**src/rtl/pipe_mem_pkg.sv**
```systemverilog
// Shared types and limits for the IF/MEM memory-port arbiter.
package pipe_mem_pkg;

  localparam int unsigned CNT_W   = 4;
  localparam int unsigned LAT_MAX = 15;
  localparam int unsigned DATA_W  = 32;

  typedef enum logic [1:0] {
    IDLE     = 2'b00,
    BUSY_IF  = 2'b01,
    BUSY_MEM = 2'b10
  } state_t;

endpackage

```
**src/rtl/pipe_mem_arb_if.sv**
```systemverilog
// Pipeline-side request/response signals plus the single-port memory bus.
interface pipe_mem_arb_if;
  import pipe_mem_pkg::*;

  logic              if_req;
  logic [DATA_W-1:0] if_addr;
  logic [DATA_W-1:0] if_rdata;
  logic              if_ready;
  logic              mem_req;
  logic              mem_we;
  logic [DATA_W-1:0] mem_addr;
  logic [DATA_W-1:0] mem_wdata;
  logic [DATA_W-1:0] mem_rdata;
  logic              mem_ready;
  logic              ram_en;
  logic              ram_we;
  logic [DATA_W-1:0] ram_addr;
  logic [DATA_W-1:0] ram_wdata;
  logic [DATA_W-1:0] ram_rdata;
  logic              stall_if;
  logic              stall_mem;

  // Arbiter side
  modport slave (
    input  if_req, if_addr, mem_req, mem_we, mem_addr, mem_wdata, ram_rdata,
    output if_rdata, if_ready, mem_rdata, mem_ready,
           ram_en, ram_we, ram_addr, ram_wdata, stall_if, stall_mem
  );

  // Pipeline and memory side
  modport master (
    output if_req, if_addr, mem_req, mem_we, mem_addr, mem_wdata, ram_rdata,
    input  if_rdata, if_ready, mem_rdata, mem_ready,
           ram_en, ram_we, ram_addr, ram_wdata, stall_if, stall_mem
  );

endinterface

```
**src/rtl/pipe_mem_arb.sv**
```systemverilog
// Shares one single-port memory between IF and MEM with fixed wait states;
// MEM has priority, accesses are never preempted.
module pipe_mem_arb
  import pipe_mem_pkg::*;
#(
  parameter int unsigned LATENCY = 2
) (
  input  logic           clock,
  input  logic           resetn,
  pipe_mem_arb_if.slave  bus
);

  localparam logic [CNT_W-1:0] LAT_CNT = CNT_W'(LATENCY - 1);

  state_t            state, state_n;
  logic [CNT_W-1:0]  cnt, cnt_n;
  logic              lat_we, lat_we_n;
  logic              ram_en_q, ram_en_n;
  logic              ram_we_q, ram_we_n;
  logic [DATA_W-1:0] ram_addr_q, ram_addr_n;
  logic [DATA_W-1:0] ram_wdata_q, ram_wdata_n;
  logic [DATA_W-1:0] if_rdata_q, if_rdata_n;
  logic [DATA_W-1:0] mem_rdata_q, mem_rdata_n;
  logic              if_ready_q, if_ready_n;
  logic              mem_ready_q, mem_ready_n;
  logic              if_elig, mem_elig;

  // A requester in its ready cycle still holds req high but must not re-win.
  assign if_elig  = bus.if_req  & ~if_ready_q;
  assign mem_elig = bus.mem_req & ~mem_ready_q;

  assign bus.stall_if  = if_elig;
  assign bus.stall_mem = mem_elig;
  assign bus.if_rdata  = if_rdata_q;
  assign bus.if_ready  = if_ready_q;
  assign bus.mem_rdata = mem_rdata_q;
  assign bus.mem_ready = mem_ready_q;
  assign bus.ram_en    = ram_en_q;
  assign bus.ram_we    = ram_we_q;
  assign bus.ram_addr  = ram_addr_q;
  assign bus.ram_wdata = ram_wdata_q;

  always_ff @(posedge clock) begin
    if (!resetn) begin
      state       <= IDLE;
      cnt         <= '0;
      lat_we      <= 1'b0;
      ram_en_q    <= 1'b0;
      ram_we_q    <= 1'b0;
      ram_addr_q  <= '0;
      ram_wdata_q <= '0;
      if_rdata_q  <= '0;
      mem_rdata_q <= '0;
      if_ready_q  <= 1'b0;
      mem_ready_q <= 1'b0;
    end else begin
      state       <= state_n;
      cnt         <= cnt_n;
      lat_we      <= lat_we_n;
      ram_en_q    <= ram_en_n;
      ram_we_q    <= ram_we_n;
      ram_addr_q  <= ram_addr_n;
      ram_wdata_q <= ram_wdata_n;
      if_rdata_q  <= if_rdata_n;
      mem_rdata_q <= mem_rdata_n;
      if_ready_q  <= if_ready_n;
      mem_ready_q <= mem_ready_n;
    end
  end

  always_comb begin
    state_n     = state;
    cnt_n       = cnt;
    lat_we_n    = lat_we;
    ram_en_n    = ram_en_q;
    ram_we_n    = 1'b0;
    ram_addr_n  = ram_addr_q;
    ram_wdata_n = ram_wdata_q;
    if_rdata_n  = if_rdata_q;
    mem_rdata_n = mem_rdata_q;
    if_ready_n  = 1'b0;
    mem_ready_n = 1'b0;

    unique case (state)
      IDLE: begin
        if (mem_elig) begin
          state_n     = BUSY_MEM;
          cnt_n       = LAT_CNT;
          lat_we_n    = bus.mem_we;
          ram_en_n    = 1'b1;
          ram_we_n    = bus.mem_we && (LAT_CNT == '0);
          ram_addr_n  = bus.mem_addr;
          ram_wdata_n = bus.mem_wdata;
        end else if (if_elig) begin
          state_n     = BUSY_IF;
          cnt_n       = LAT_CNT;
          lat_we_n    = 1'b0;
          ram_en_n    = 1'b1;
          ram_addr_n  = bus.if_addr;
          ram_wdata_n = '0;
        end
      end
      BUSY_IF, BUSY_MEM: begin
        if (cnt == '0) begin
          state_n  = IDLE;
          ram_en_n = 1'b0;
          if (state == BUSY_IF) begin
            if_rdata_n = bus.ram_rdata;
            if_ready_n = 1'b1;
          end else begin
            if (!lat_we) mem_rdata_n = bus.ram_rdata;
            mem_ready_n = 1'b1;
          end
        end else begin
          cnt_n = cnt - CNT_W'(1);
          // Write strobe is registered, so raise it one cycle ahead of cnt==0.
          ram_we_n = lat_we && (cnt == CNT_W'(1));
        end
      end
      default: state_n = IDLE;
    endcase
  end

endmodule

```
**src/flat_wrapper.sv**
```systemverilog
// flat-port wrapper written by rule: the top's interface ports become plain ports
module pipe_mem_arb_flat import pipe_mem_pkg::*;
#(
  parameter int unsigned LATENCY = 2
)
  (clock, resetn, bus_if_req, bus_if_addr, bus_mem_req, bus_mem_we, bus_mem_addr, bus_mem_wdata, bus_ram_rdata, bus_if_rdata, bus_if_ready, bus_mem_rdata, bus_mem_ready, bus_ram_en, bus_ram_we, bus_ram_addr, bus_ram_wdata, bus_stall_if, bus_stall_mem);
  pipe_mem_arb_if bus_i ();
  input  logic clock;
  input  logic resetn;
  input wire logic [$bits(bus_i.if_req)-1:0] bus_if_req;
  input wire logic [$bits(bus_i.if_addr)-1:0] bus_if_addr;
  input wire logic [$bits(bus_i.mem_req)-1:0] bus_mem_req;
  input wire logic [$bits(bus_i.mem_we)-1:0] bus_mem_we;
  input wire logic [$bits(bus_i.mem_addr)-1:0] bus_mem_addr;
  input wire logic [$bits(bus_i.mem_wdata)-1:0] bus_mem_wdata;
  input wire logic [$bits(bus_i.ram_rdata)-1:0] bus_ram_rdata;
  output wire logic [$bits(bus_i.if_rdata)-1:0] bus_if_rdata;
  output wire logic [$bits(bus_i.if_ready)-1:0] bus_if_ready;
  output wire logic [$bits(bus_i.mem_rdata)-1:0] bus_mem_rdata;
  output wire logic [$bits(bus_i.mem_ready)-1:0] bus_mem_ready;
  output wire logic [$bits(bus_i.ram_en)-1:0] bus_ram_en;
  output wire logic [$bits(bus_i.ram_we)-1:0] bus_ram_we;
  output wire logic [$bits(bus_i.ram_addr)-1:0] bus_ram_addr;
  output wire logic [$bits(bus_i.ram_wdata)-1:0] bus_ram_wdata;
  output wire logic [$bits(bus_i.stall_if)-1:0] bus_stall_if;
  output wire logic [$bits(bus_i.stall_mem)-1:0] bus_stall_mem;
  assign bus_i.if_req = bus_if_req;
  assign bus_i.if_addr = bus_if_addr;
  assign bus_i.mem_req = bus_mem_req;
  assign bus_i.mem_we = bus_mem_we;
  assign bus_i.mem_addr = bus_mem_addr;
  assign bus_i.mem_wdata = bus_mem_wdata;
  assign bus_i.ram_rdata = bus_ram_rdata;
  assign bus_if_rdata = bus_i.if_rdata;
  assign bus_if_ready = bus_i.if_ready;
  assign bus_mem_rdata = bus_i.mem_rdata;
  assign bus_mem_ready = bus_i.mem_ready;
  assign bus_ram_en = bus_i.ram_en;
  assign bus_ram_we = bus_i.ram_we;
  assign bus_ram_addr = bus_i.ram_addr;
  assign bus_ram_wdata = bus_i.ram_wdata;
  assign bus_stall_if = bus_i.stall_if;
  assign bus_stall_mem = bus_i.stall_mem;
  pipe_mem_arb #(.LATENCY(LATENCY)) u_core (.clock(clock), .resetn(resetn), .bus(bus_i));
endmodule
```
**config.mk**
```make
export PLATFORM = sky130hd
export DESIGN_NAME = pipe_mem_arb_flat
export DESIGN_NICKNAME = d
export VERILOG_FILES = /design/src/rtl/pipe_mem_pkg.sv /design/src/rtl/pipe_mem_arb_if.sv /design/src/rtl/pipe_mem_arb.sv /design/src/flat_wrapper.sv
export SDC_FILE = /design/constraint.sdc
export NUM_CORES = 1
export LEC_CHECK = 0
export BUFFER_PORTS_ARGS = -buffer_cell sky130_fd_sc_hd__buf_2
export CORE_AREA = 2 2 111 113
export CTS_CLUSTER_DIAMETER = 150
export CTS_CLUSTER_SIZE = 25
export DETAILED_ROUTE_END_ITERATION = 6
export DIE_AREA = 0 0 113 115
export HOLD_SLACK_MARGIN = 0.12
export PLACE_DENSITY = 0.87
export SLEW_MARGIN = 30
export SYNTH_ARGS = -nofsm -noshare
export SYNTH_HDL_FRONTEND = slang
export SYNTH_SLANG_ARGS = --single-unit
```
**constraint.sdc**
```tcl
create_clock -name clock -period 2.2 [get_ports clock]
set_clock_uncertainty 0.15 [all_clocks]
set_input_delay 0.11 -clock clock [delete_from_list [all_inputs] [get_ports clock]]
set_output_delay 0.11 -clock clock [all_outputs]
set_load 0.1 [all_outputs]
```
Word level (Yosys, flattened, before mapping) --
Index checks and enable logic that the tools add are counted.
Cells by class: add/subtract/negate cells 1, eq/ne operators 6, muxes and demuxes 20, bitwise logic cells 8, reduce and logical (&&, ||, !) cells 14
Operators by type and width (number):
- 32-bit 2-to-1 mux | 4
- 4-bit 2-to-1 mux | 3
- 3-bit AND reduction | 4
- 4-bit case mux with 2 select lines | 1
- 1-bit 2-to-1 mux | 7
- 2-bit 2-to-1 mux | 3
- 1-bit inverter | 6
- 4-bit by 1-bit equality test with 1-bit output (second input constant) | 1
- 4-bit zero test | 1
- 2-bit case mux with 2 select lines | 1
- 2-bit AND reduction | 2
- 4-bit AND reduction | 1
- 2-bit nonzero test | 2
- 4-bit by 1-bit subtractor with 4-bit output (second input constant) | 1
- 3-bit inequality test (second input constant) | 1
- 3-bit OR reduction | 1
- 1-bit bitwise AND | 2
- 2-bit by 1-bit equality test with 1-bit output (second input constant) | 1
- 2-bit equality test (second input constant) | 1
- 2-bit zero test | 1
- 2-bit by 1-bit inequality test with 1-bit output (second input constant) | 1
- 2-bit inequality test (second input constant) | 1
- 1-bit case mux with 2 select lines | 1
- 2-bit OR reduction | 1
- 1-bit logical AND | 1
Storage, ports and cells: bits in registers 139, input bits 133, output and inout bits 134, word-level logic and storage cells 60

Logic depth before layout (Yosys ltp) --
Gate-level depths: netlist of run 1.
depth in word-level cells 5, depth in mapped cells 8, gate-level depth less buffers 6

Least setup slack after synthesis of run 1 --
OpenSTA, ideal clock, no wires.
path type register to register, start point reg u_core.if_ready_q, in the netlist u_core.bus.if_ready, end point reg u_core.ram_wdata_q[10], in the netlist u_core.bus.ram_wdata[10], library setup time 0.068 ns, arrival time 2.386 ns, data required time 1.982 ns, path slack -0.404 ns, stages on the path, launching flop included 7, buffers on the path 1, period minus slack after synthesis 2.604 ns, cells stage by stage dfxtp_1 > nand2b_1 > inv_1 > o21ai_2 > buf_2 > a22oi_1 > nor2_1
On the way: cells in the longest elaborated chain, start to end 4
Ends and longest elaborated chain:
- start: declaration | line pipe_mem_arb.sv:24 | logic if_ready_q, if_ready_n;
- start signal: assignment | line pipe_mem_arb.sv:66 | if_ready_q <= if_ready_n;
- 1-bit inverter | line pipe_mem_arb.sv:29 | assign if_elig = bus.if_req & ~if_ready_q;
- 1-bit bitwise AND | line pipe_mem_arb.sv:29
- named net bus_stall_if | line flat_wrapper.sv:25 | output wire logic [$bits(bus_i.stall_if)-1:0] bus_stall_if;
- 2-bit nonzero test (no line)
- 2-bit AND reduction (no line)
- end signal: assignment | line pipe_mem_arb.sv:63 | ram_wdata_q <= ram_wdata_n;
- end: declaration | line pipe_mem_arb.sv:21 | logic [DATA_W-1:0] ram_wdata_q, ram_wdata_n;
The timed path passes the listed nets, and every way through them passes these cells. A chain may end at the register's enable or synchronous reset.

Worst setup path after layout of run 1 --
start point reg u_core.state[1], end point reg u_core.ram_addr_q[27], in the netlist u_core.bus.ram_addr[27]
On the way: cells in the longest elaborated chain, start to end 2
Ends and longest elaborated chain:
- start: declaration | line pipe_mem_arb.sv:15 | state_t state, state_n;
- start signal: assignment | line pipe_mem_arb.sv:57 | state <= state_n;
- 2-bit zero test | line pipe_mem_arb.sv:84 | unique case (state)
- 2-bit AND reduction (no line)
- end signal: assignment | line pipe_mem_arb.sv:62 | ram_addr_q <= ram_addr_n;
- end: declaration | line pipe_mem_arb.sv:20 | logic [DATA_W-1:0] ram_addr_q, ram_addr_n;
Every way passes these cells.

==> impl_metrics.tcl, run 1 <==
set metrics [dict create \
    setup_violations 0 \
    timing.reg2reg.setup_slack_ns 0.15 \
    initial_core_util 0.443 \
    critPathCapture "u_core.bus.ram_addr[27]" \
    async_reset_ff_frac 0 \
    status "finished, violations left" \
    clkTransAtPathRegs_ns 0.06 \
    firstDrtPassIters 7 \
    r2r-end "u_core.bus.ram_addr[27]" \
    die_area_um2 13000 \
    worstPathMaxFanout 64 \
    coreArea_um2 11800 \
    port_buffers 266 \
    max-clock-path-buffers 2 \
    p_leak_uw 0.00401 \
    start_kind "flop" \
    cp-end-kind "flop" \
    synth_fp_nets 772 \
    path_buf_inv 2 \
    clk_latency_ns 0.40 \
    yosysUniqueCellTypes 36 \
    rr_worst_depth 6 \
    synthMostInstantiatedCell "nand2_1" \
    rows 40 \
    synth_edf_count 0 \
    worstPathArrival_ns 2.16 \
    drive_above_1_share 0.313 \
    hp-class "input port to flop" \
    fmax_mhz 487 \
    vdd_drop_max_uv 746 \
    ys_seq_elements 139 \
    fin_crit_sh 0.934 \
    clock-sinks 139 \
    wl_per_cell_um 16.0 \
    dr_total_vias 6145 \
    place_congestion 0.807 \
    synth_largest_area_cell "dfxtp_1" \
    synthTopCellsByCount "nand2_1 (199), dfxtp_1 (139), nor2_1 (68)" \
    cts_buffers 17 \
    area_growth_pct 65.4 \
    avgSynthCellArea_um2 8.26 \
    min_period_ns 2.05 \
    slew-limit-headroom 0.464 \
    syn_area_um2 5230 \
    drt_wl_total_um 18700 \
    violations "DRC" \
    n_antenna_cell 0 \
    die_h_um 115 \
    drtIter0Drc 566 \
    cts_root_buffer "clkbuf_16" \
    crit_cells 6 \
    fill_cells 759 \
    hold_viol_final 0 \
    crit_start "u_core.state[1]" \
    instances_no_fill 1166 \
    cts_setup_buffers 0 \
    tightest_slew_ns 0.800 \
    synthTopCellsByArea "dfxtp_1 (53%), nand2_1 (14%), a21oi_1 (6.4%)" \
    yosysTopAreaCellShare 0.532 \
    ys_seq_area_frac 0.532 \
    worst_path_largest_cell_delay_ns 0.43 \
    grt_pass1_vias 6019 \
    ant_nets 0 \
    grt_max_degree 136 \
    hpwlAfterDp_um 9610 \
    cts_tree "built" \
    io_pins 267 \
    grt_pass1_wl_um 28800 \
    synthCells 633 \
    multi_input_area_um2 2190 \
    nets 1146 \
    hp-start "bus_if_req" \
    crit_chain "inv_1 -> ha_2 -> a21boi_4 -> buf_12 -> nor2_1 -> a311oi_1" \
    finalSetupTns_ns 0 \
    r2r_start "u_core.state[1]" \
    antenna_found_initial 0 \
    htree_levels 4 \
    maxCapViolations 0 \
    final_max_slew_viol_count 0 \
    drc 15 \
    ys.flop_type "dfxtp_1" \
    rsz0062_at_grt "false" \
    placed_cells 1005 \
    viasPerCell 5.27 \
    slowest_stage "a311oi_1" \
    crit_family "compound AO/OA/AOI/OAI gates" \
    seq_area_um2 2790 \
    grt_remaining_overflow 0 \
    required_ns 2.31 \
    dieWidth_um 113 \
    powerDensity_nw_per_um2 1480 \
    track_usage 0.277 \
    critPathKind "flop to flop" \
    yosysWarnings 0 \
]
==> through the flow <==
step | hold WS [ns] | power (uW) | util | cell area (um2) | setup WS, ns
2_1_floorplan | 0.0960 | 8380 | - | 5250 | 0.0189
3_3_place_gp | 0.192 | 9300 | 0.566 | 6690 | 0.250
3_5_place_dp | 0.205 | 9360 | 0.566 | 6690 | 0.216
4_1_cts | 0.148 | 12700 | 0.732 | 8650 | 0.191
5_1_grt | 0.241 | 13300 | 0.732 | 8650 | 0.0414
6_report | 0.189 | 12800 | 0.732 | 8650 | 0.146
==> cells in the final DEF (no fill, tap or decap), types with 2 or more instances in the layout <==
cell           synthesis  final
a211oi_1               2      2
a21oi_1               67     67
a22oi_1               33     33
a311oi_1              32     32
and2_1                 3      3
and2b_1                2      2
buf_12                 0      7
buf_2                 20    265
buf_4                  8      4
bufinv_16              0      5
clkbuf_16              0     17
clkbuf_8               0      3
clkinv_2               0      2
clkinvlp_4             0      3
dfxtp_1              139    137
dlygate4sd3_1          0    130
ha_1                   6      5
inv_1                  5      4
inv_4                  0      2
nand2_1              199    199
nand2b_1               3      2
nor2_1                68     68
o211ai_1               2      2
o21ai_0                2      2
or3_1                  2      2
==> cells by family after synthesis <==
family,share of synthesized area
and+or+nand+nor,0.214
AOI/OAI and AO/OA,0.187
DFF,0.532
buffers and inverters,0.0536
adders and majority gates,0.0144
==> state kept, by name, indices dropped and copies added (netlist names) <==
| name | count |
|---|---|
| u_core.bus.ram_en | 1 |
| u_core.bus.mem_rdata | 32 |
| u_core.bus.if_rdata | 32 |
| u_core.state | 2 |
| u_core.bus.mem_ready | 1 |
| u_core.bus.ram_addr | 32 |
| u_core.bus.ram_wdata | 32 |
| u_core.cnt | 4 |
| u_core.bus.if_ready | 1 |
| u_core.lat_we | 1 |
| u_core.bus.ram_we | 1 |
==> tightest hold or removal path, stage by stage <==
cell and delay, ns:
buf_2 0.10, nand2b_2 0.17, a31oi_1 0.17, nand4_1 0.09
a21oi_1 0.05
==> worst min-delay path by stage <==
stage / endpoint / slack [ns] / depth (start not counted)
3_3_place_gp: u_core.bus.ram_wdata[3] / 0.19 / 3
4_1_cts: u_core.cnt[2] / 0.15 / 5
2_1_floorplan: u_core.bus.mem_rdata[10] / 0.1 / 2
3_5_place_dp: u_core.lat_we / 0.20 / 3
6_report: u_core.cnt[2] / 0.19 / 5
5_1_grt: u_core.state[1] / 0.24 / 5
==> power breakdown <==
group          switching [uW]  total (uW)  internal (uW)
logic                    5080        6320           1240
registers                 289        3330           3040
clock network            1080        3170           2100
==> metal layers <==
| layer | GRT usage | vias up | share of wire |
|---|---|---|---|
| li1 | - | 2884 | - |
| met2 | 0.497 | 323 | 0.50 |
| met1 | 0.292 | 2859 | 0.38 |
| met4 | 0.162 | 0 | 0.046 |
| met3 | 0.0780 | 79 | 0.074 |
| met5 | 0 | - | 0 |
==> layout make-up <==
type,instances,share of cell area
clock buffer,20,0.0539
multi-input combinational,436,0.253
inverter,7,0.00376
clock inverter,11,0.0220
sequential,139,0.322
tap,147,0.0213
timing repair buffer,406,0.323
==> repair_timing <==
action	4_1_cts	5_1_grt
resized for setup	0	1
hold endpoints to repair	136	0
endpoints found under the setup margin	0	1
hold buffers	130	0
Power figures use the tool's default switching activity.
==> run 2, diff against run 1 <==
--- a/config.mk
+++ b/config.mk
@@ -6,13 +6,15 @@
 export NUM_CORES = 1
 export LEC_CHECK = 0
 export BUFFER_PORTS_ARGS = -buffer_cell sky130_fd_sc_hd__buf_2
-export CORE_AREA = 2 2 111 113
+export CELL_PAD_IN_SITES_DETAIL_PLACEMENT = 1
+export CELL_PAD_IN_SITES_GLOBAL_PLACEMENT = 1
+export CORE_AREA = 2 2 136 138
 export CTS_CLUSTER_DIAMETER = 150
 export CTS_CLUSTER_SIZE = 25
 export DETAILED_ROUTE_END_ITERATION = 6
-export DIE_AREA = 0 0 113 115
+export DIE_AREA = 0 0 138 140
 export HOLD_SLACK_MARGIN = 0.12
-export PLACE_DENSITY = 0.87
+export PLACE_DENSITY = 0.84
 export SLEW_MARGIN = 30
 export SYNTH_ARGS = -nofsm -noshare
 export SYNTH_HDL_FRONTEND = slang
==> impl_metrics.tcl, run 2 (synthesis results as in run 1) <==
set metrics [dict create \
    finalSetupTns_ns 0 \
    grt_max_degree 65 \
    clkPwrFrac 0.224 \
    required_ns 2.34 \
    fmax_mhz 484 \
    dr_total_vias 6153 \
    viasPerCell 4.89 \
    coreArea_um2 17800 \
    min_period_ns 2.07 \
    pwr-share-comb 0.509 \
    clkTransAtPathRegs_ns 0.07 \
    final_max_slew_viol_count 0 \
    cts_buffers 17 \
    maxCapViolations 0 \
    layout_common_cells "buf_2 (265), nand2_1 (199), dfxtp_1 (137)" \
    critPathKind "flop to flop" \
    cp-end-kind "flop" \
    p_sw_uw 6590 \
    track_usage 0.226 \
    grt_pass1_vias 6666 \
    start_kind "flop" \
    hp-class "input port to flop" \
    antenna_found_initial 4 \
    cts_tree "built" \
    rows 49 \
    die_area_um2 19300 \
    drive_above_1_share 0.314 \
    place_ws_ns 0.167 \
    drtIter0Drc 204 \
    ant_nets 0 \
    io_pins 267 \
    status "complete, no violations" \
    wl_per_cell_um 17.5 \
    setup_violations 0 \
    slew-limit-headroom 0.385 \
    seq_power_share 0.266 \
    rsz0062_at_grt "false" \
    place_congestion 0.778 \
    die_h_um 140 \
    max-clock-path-buffers 2 \
    final_common_cell "buf_2" \
    vdd_drop_max_uv 635 \
    intPower_uw 5930 \
    clock-sinks 139 \
    swShare 0.526 \
    fin_ws_ns 0.134 \
    worstPathMaxFanout 64 \
    area_growth_pct 66.1 \
    initial_core_util 0.294 \
    grt_remaining_overflow 0 \
    nets 1150 \
    cts_root_buffer "clkbuf_16" \
    cts_setup_buffers 0 \
    p_leak_uw 0.00397 \
    tightest_slew_ns 0.918 \
    post-route-util 0.489 \
    fill_cells 2115 \
    drt_wl_total_um 22100 \
    hold_viol_final 0 \
    htree_levels 4 \
    grt_pass1_wl_um 35000 \
    firstDrtPassIters 7 \
    hpwlAfterDp_um 12200 \
    dieWidth_um 138 \
    port_buffers 266 \
    worstPathArrival_ns 2.21 \
    drc 0 \
    powerDensity_nw_per_um2 1440 \
    fin_crit_sh 0.939 \
    clk_latency_ns 0.41 \
]
run 2: through the flow:
stage          hold WS, ns  cell area [um2]  std cells  power (uW)
5_1_grt              0.220             8690       1257       13100
2_1_floorplan       0.0960             5250        633        8380
3_3_place_gp         0.192             6780       1090        9380
6_report             0.175             8690       1258       12500
3_5_place_dp         0.205             6780       1090        9460
4_1_cts              0.165             8670       1253       12500
run 2: what timing repair did:
item / in CTS / in global routing
setup endpoints to repair: 0 / 3
gates resized for setup: 0 / 2
hold endpoints to repair: 136 / 0
hold buffers: 131 / 0
run 2: cell type report:
class                   instances  area [um2]  area share
diodes                          5        12.5     0.00144
clock buffers                  22         474      0.0546
clock inverters                10         105      0.0121
inverters                       7        32.5     0.00374
multi-input cells             436        2200       0.253
flip-flops and latches        139        2790       0.321
well taps                     229         287      0.0330
repair buffers                410        2790       0.321
run 2: power by group through the flow:
| stage | clock network, uW | logic, uW | registers (uW) |
|---|---|---|---|
| 6_report | 2810 | 6380 | 3340 |
| 5_1_grt | 2990 | 6670 | 3390 |
| 4_1_cts | 2880 | 6290 | 3320 |
| 3_5_place_dp | 0 | 6100 | 3360 |
| 3_3_place_gp | 0 | 6030 | 3350 |
| 2_1_floorplan | 0 | 1550 | 6820 |
run 2: final timing paths:
kind              slack [ns]                       to               startpoint  depth (start not counted)
setup / recovery        0.13   u_core.bus.ram_addr[1]          u_core.state[1]                          6
hold / removal          0.17            u_core.cnt[2]               bus_if_req                          5
setup reg to reg        0.13   u_core.bus.ram_addr[1]          u_core.state[1]                          6
hold reg to reg         0.30  u_core.bus.if_rdata[14]  u_core.bus.if_rdata[14]                          2
run 2: routing by layer:
metal	up-vias	routed length, um	GRT usage	part of all wire
met4	0	1010	0.133	0.046
met5	-	0	0	0
met2	253	11400	0.408	0.52
met3	66	1070	0.0523	0.048
li1	2901	-	-	-
met1	2933	8600	0.241	0.39
run 2: critical path, stage by stage (launching register included):
cell and delay [ns]:
dfxtp_1 0.32, inv_1 0.12, ha_1 0.35, a21boi_4 0.25, buf_12 0.27, nor2_1 0.08
a311oi_1 0.37
